===== src/rtl/csa_multiword_seq_pkg.sv =====
// rtl/csa_multiword_seq_pkg.sv - shared constants and state encoding for the multiword adder sequencer
package csa_multiword_seq_pkg;

   localparam int WORD_W = 16;

   typedef enum logic {
      IDLE = 1'b0,
      RUN  = 1'b1
   } state_t;

endpackage


===== src/rtl/csa_multiword_seq_csa16.sv =====
// rtl/csa_multiword_seq_csa16.sv - 16-bit carry-select adder slice, purely combinational
module Carry_Select_Adder_16bits (
   input  logic [15:0] a,
   input  logic [15:0] b,
   input  logic        cin,
   output logic [15:0] sum,
   output logic        cout
);

   logic [4:0] r0;
   logic [4:0] r1;
   logic       carry;

   // Each 4-bit block precomputes its result for carry-in 0 and 1; the
   // incoming block carry only steers the selection mux.
   always_comb begin
      carry = cin;
      sum   = '0;
      r0    = '0;
      r1    = '0;
      for (int i = 0; i < 4; i++) begin
         r0 = {1'b0, a[4*i +: 4]} + {1'b0, b[4*i +: 4]};
         r1 = r0 + 5'd1;
         sum[4*i +: 4] = carry ? r1[3:0] : r0[3:0];
         carry         = carry ? r1[4]   : r0[4];
      end
      cout = carry;
   end

endmodule


===== src/rtl/csa_multiword_seq.sv =====
// rtl/csa_multiword_seq.sv - WORDS x 16-bit add/sub sequencer over one shared carry-select slice
import csa_multiword_seq_pkg::*;

module csa_multiword_seq #(
   parameter int WORDS = 4
) (
   input  logic                    clk,
   input  logic                    rst,
   input  logic                    start,
   input  logic                    op_sub,
   input  logic [WORD_W*WORDS-1:0] a,
   input  logic [WORD_W*WORDS-1:0] b,
   input  logic                    cin,
   output logic                    busy,
   output logic                    done,
   output logic [WORD_W*WORDS-1:0] sum,
   output logic                    cout,
   output logic                    ovf
);

   localparam int W     = WORD_W * WORDS;
   localparam int IDX_W = $clog2(WORDS);
   localparam logic [IDX_W-1:0] LAST_IDX = IDX_W'(WORDS - 1);

   state_t           state_q, state_d;
   logic [IDX_W-1:0] idx_q, idx_d;
   logic [W-1:0]     a_q, a_d;
   logic [W-1:0]     b_q, b_d;
   logic             op_sub_q, op_sub_d;
   logic             carry_q, carry_d;
   logic [W-1:0]     work_q, work_d;
   logic [W-1:0]     sum_q, sum_d;
   logic             cout_q, cout_d;
   logic             ovf_q, ovf_d;
   logic             done_q, done_d;

   logic [WORD_W-1:0] slice_a;
   logic [WORD_W-1:0] slice_b;
   logic [WORD_W-1:0] slice_sum;
   logic              slice_cout;
   logic              b_msb_eff;

   // Select the current operand word; subtraction feeds the inverted B word.
   always_comb begin
      slice_a   = a_q[idx_q*WORD_W +: WORD_W];
      slice_b   = op_sub_q ? ~b_q[idx_q*WORD_W +: WORD_W] : b_q[idx_q*WORD_W +: WORD_W];
      b_msb_eff = op_sub_q ? ~b_q[W-1] : b_q[W-1];
   end

   Carry_Select_Adder_16bits u_slice (
      .a    (slice_a),
      .b    (slice_b),
      .cin  (carry_q),
      .sum  (slice_sum),
      .cout (slice_cout)
   );

   // Next-state and datapath: latch operands in IDLE, one word per cycle in RUN;
   // visible results update only on the final word so they are never partial.
   always_comb begin
      state_d  = state_q;
      idx_d    = idx_q;
      a_d      = a_q;
      b_d      = b_q;
      op_sub_d = op_sub_q;
      carry_d  = carry_q;
      work_d   = work_q;
      sum_d    = sum_q;
      cout_d   = cout_q;
      ovf_d    = ovf_q;
      done_d   = 1'b0;
      case (state_q)
         IDLE: begin
            if (start) begin
               a_d      = a;
               b_d      = b;
               op_sub_d = op_sub;
               carry_d  = op_sub ? ~cin : cin;
               idx_d    = '0;
               work_d   = '0;
               state_d  = RUN;
            end
         end
         RUN: begin
            work_d[idx_q*WORD_W +: WORD_W] = slice_sum;
            carry_d = slice_cout;
            if (idx_q == LAST_IDX) begin
               sum_d   = work_d;
               cout_d  = slice_cout;
               ovf_d   = (a_q[W-1] == b_msb_eff) && (slice_sum[WORD_W-1] != a_q[W-1]);
               done_d  = 1'b1;
               idx_d   = '0;
               state_d = IDLE;
            end else begin
               idx_d = idx_q + 1'b1;
            end
         end
         default: state_d = IDLE;
      endcase
   end

   // State and result registers; reset also discards any operation in flight.
   always_ff @(posedge clk) begin
      if (rst) begin
         state_q  <= IDLE;
         idx_q    <= '0;
         a_q      <= '0;
         b_q      <= '0;
         op_sub_q <= 1'b0;
         carry_q  <= 1'b0;
         work_q   <= '0;
         sum_q    <= '0;
         cout_q   <= 1'b0;
         ovf_q    <= 1'b0;
         done_q   <= 1'b0;
      end else begin
         state_q  <= state_d;
         idx_q    <= idx_d;
         a_q      <= a_d;
         b_q      <= b_d;
         op_sub_q <= op_sub_d;
         carry_q  <= carry_d;
         work_q   <= work_d;
         sum_q    <= sum_d;
         cout_q   <= cout_d;
         ovf_q    <= ovf_d;
         done_q   <= done_d;
      end
   end

   assign busy = (state_q == RUN);
   assign done = done_q;
   assign sum  = sum_q;
   assign cout = cout_q;
   assign ovf  = ovf_q;

endmodule


===== config.mk =====
export PLATFORM = sky130hd
export DESIGN_NAME = csa_multiword_seq
export DESIGN_NICKNAME = d
export VERILOG_FILES = /design/src/rtl/csa_multiword_seq_pkg.sv /design/src/rtl/csa_multiword_seq_csa16.sv /design/src/rtl/csa_multiword_seq.sv
export SDC_FILE = /design/constraint.sdc
export NUM_CORES = 1
export LEC_CHECK = 0
export CAP_MARGIN = 20
export CORE_MARGIN = 2
export CORE_UTILIZATION = 57
export DETAILED_ROUTE_END_ITERATION = 8
export DONT_BUFFER_PORTS = 1
export GPL_TIMING_DRIVEN = 0
export PLACE_DENSITY_LB_ADDON = 0.1
export SYNTH_ARGS = -nofsm -noshare
export SYNTH_HDL_FRONTEND = slang
export SYNTH_HIERARCHICAL = 1
export SYNTH_SLANG_ARGS = --single-unit
export TNS_END_PERCENT = 50

===== constraint.sdc =====
create_clock -name clk -period 5 [get_ports clk]
set_clock_uncertainty 0.15 [all_clocks]
set_input_delay 1 -clock clk [delete_from_list [all_inputs] [get_ports clk]]
set_output_delay 1 -clock clk [all_outputs]
set_load 0.05 [all_outputs]

==> results.ini <==
[floorplan]
ioPinCount=201
core_area_sq_um=20400
die_y_um=149
num_rows=52
fp.dieW_um=149
start_util_pct=58.5
die_area_sq_um=22100

[logic_synthesis]
synth_nets=1503
syn_area_sq_um=12000
synth_cell_types=56
ys_ff_latch=264
synthCells=1340
avgSynthCellArea_sq_um=8.92
synth_edf_count=0
synth-seq-area-share_pct=44.2
synth-main-ff-cell=dfxtp_1
synthArstFlopShare_pct=0
yosys_warnings=6

[finish]
fillerInstances=1774
synthToLayoutAreaGrowth_pct=13.5
final_layout_size_suffix_gt1_share_pct=13.9
n_antenna_cell=0
final_cell_count_no_fill=1677
finalNetCount=1549
final_cell_mix=nand2_1 (287), dfxtp_1 (263), a21oi_1 (161), nor2_1 (106), clkbuf_1 (69)
layout_commonest_cell=nand2_1

[sta]
worst_slew_margin_rel_pct=37.9
setup-tns-final_ps=0
setup_violations=0
rsz0062_at_grt=yes
hold_ws_ps=304
hold_violations=0
worst_pin_slew_ps=924
period_minus_slack_ps=4940
fin_crit_sh_pct=98.7
slew_violations=0
fmax_mhz=203
setup_slack_ps=63.1

[power_and_ir_drop]
p_seq_share_pct=44.0
p_clk_share_pct=39.6
p_comb_share_pct=16.5
p_total_mw=5.07
p_leak_nw=5.05
power_switching_mw=1.45
p_per_area_nw_per_um2=373
ir_worst_vdd_v=0.000249
p_sw_share_pct=28.6
p_int_mw=3.62

[clock_network]
cts_buffer_depth=3
clock_latency_ps=550
path_clk_slew_ps=60
cts_tree=built
numCtsBuffers=29
h-tree-depth=1
cts_hold_buf=0
clock-sinks=264
root_buffer=clkbuf_16

[run]
cap_violations=0

[global_routing]
grt_pass1_vias=9908
grt_start_max_net_pins=14
grt_first_pass_wirelength_um=54600
overflow=0
grt_usage_pct=31.4
antenna_found_initial=1

[drt]
routed_wl_um=35500
detail-route-antenna-nets=0
wl_per_cell_um=21.2
dr_total_vias=10300
drt_iter0_drc=819
drc=0
vias_per_cell=6.13
drtPass1Iterations=7

[setup_path]
slowest_delay_ps=550
worstSetupEndpointType=flop
critPathRequiredTime_ps=5250
cp.arrival_ps=5190
cp_top_family=multiplexers
path_class=reg2reg
crit_path_frequent_cell=ha_1
cp.depth=16
cpMaxStageDelayCell=mux4_2
cp_max_fo=10
timing.critical_path.buf_inv=2
worst_setup_path_start_kind=flop
rr_worst_depth=16
crit_path_cell_trace=buf_12 > mux4_2 > xor2_1 > ha_1 > fa_1 > ha_1 > inv_1 > a2111oi_4 > o221ai_2 > a21oi_4 > mux2i_4 > xnor2_2 > mux2_4 > nor2b_1 > a221oi_2 > nor3_1

[min_path]
hold_depth=2
min_path_type=reg2reg

[placed_design]
gp_congestion=0.893
pre_cts_slack_ps=-754
dp_cells=1610
port-buffer-count=0
dp_hpwl_um=25100

[run_status]
status=completed

## logic make-up (layout without fill, tap and decap cells)
group	Yosys count	count (layout)	share of synthesized area, %
adders and majority gates	30	30	3.39
muxes	43	43	7.21
DFF	264	264	44.2
and+or+nand+nor	538	538	19.9
xor gates and xnor gates	42	42	3.14
buffers and inverters	127	194	4.88
AOI/OAI and AO/OA	296	296	17.3
## metal layers
| metal | vias up | GRT usage [%] | routed length, um |
|---|---|---|---|
| met5 | - | 0 | 0 |
| met4 | 0 | 8.90 | 1100 |
| met3 | 68 | 5.93 | 3010 |
| met2 | 434 | 52.9 | 17000 |
| met1 | 4919 | 41.6 | 14400 |
| li1 | 4862 | - | - |
## worst reg2reg max path, delay by kind of cell, from the launching register on
| kind | cells | cell delay, ps |
|---|---|---|
| adders and majority gates | 3 | 990 |
| AOI/OAI and AO/OA | 4 | 1030 |
| xor gates and xnor gates | 2 | 390 |
| DFF | 1 | 410 |
| and+or+nand+nor | 2 | 280 |
| muxes | 3 | 1280 |
| buffers and inverters | 2 | 260 |
## flip-flops by register name (all words and copies together), names as in the netlist
| register | cells |
|---|---|
| b_q | 64 |
| ovf | 1 |
| cout | 1 |
| carry_q | 1 |
| a_q | 64 |
| idx_q | 2 |
| sum | 64 |
| busy | 1 |
| done | 1 |
| op_sub_q | 1 |
| work_q | 64 |
## cells in the mapped netlist, types with 11 or more instances
library cell | number | area [sq um]
nand2_1 | 288 | 1080
dfxtp_1 | 264 | 5290
a21oi_1 | 161 | 806
nor2_1 | 106 | 398
clkbuf_1 | 59 | 221
nor3_1 | 51 | 255
a221oi_1 | 48 | 420
buf_2 | 43 | 215
nand4_1 | 36 | 225
a32oi_1 | 32 | 280
mux4_2 | 32 | 721
ha_1 | 26 | 325
xor2_1 | 23 | 201
nand2b_1 | 20 | 125
nor2b_1 | 19 | 119
xnor2_1 | 18 | 158
a22o_1 | 16 | 140
a311oi_2 | 11 | 165
## path summary, 6_finish.rpt
check / start / end / slack [ps]
setup / recovery: idx_q[0]$_SDFFE_PP0P_ / sum[61]$_SDFFE_PP0P_ / 60
hold reg to reg: b_q[59]$_SDFFE_PP0P_ / b_q[59]$_SDFFE_PP0P_ / 300
setup reg to reg: idx_q[0]$_SDFFE_PP0P_ / sum[61]$_SDFFE_PP0P_ / 60
hold / removal: b_q[59]$_SDFFE_PP0P_ / b_q[59]$_SDFFE_PP0P_ / 300
## timing repair
item,CTS,global route
gates resized for setup,31,18
endpoints found under the setup margin,63,39
pin swaps,5,8
buffers inserted,10,5
## stage by stage
step           util, %  cell area (sq um)
3_5_place_dp      60.2              12300
3_3_place_gp      60.2              12300
5_1_grt           66.4              13600
4_1_cts           65.6              13400
6_report          66.4              13600
2_1_floorplan        -              12000
## layout make-up
| type | instances | area [sq um] | area share [%] |
|---|---|---|---|
| Sequential cell | 264 | 5290 | 39.0 |
| Multi-Input combinational cell | 949 | 6290 | 46.3 |
| Tap cell | 270 | 338 | 2.49 |
| Timing Repair Buffer | 15 | 141 | 1.04 |
| Clock buffer | 41 | 791 | 5.83 |
| Inverter | 7 | 26.3 | 0.194 |
| Buffer | 120 | 621 | 4.57 |
| Clock inverter | 11 | 80.1 | 0.590 |
## power by group through the flow
stage               sequential, mW  combinational [mW]  clock, mW
floorplan                     2.26               0.494          0
global placement              2.27               0.699          0
detailed placement            2.27               0.710          0
CTS                           2.23               0.785       2.01
global route                  2.23               0.887       2.11
finish                        2.23               0.835       2.00
Note: power is estimated with default switching activity, not from simulation.
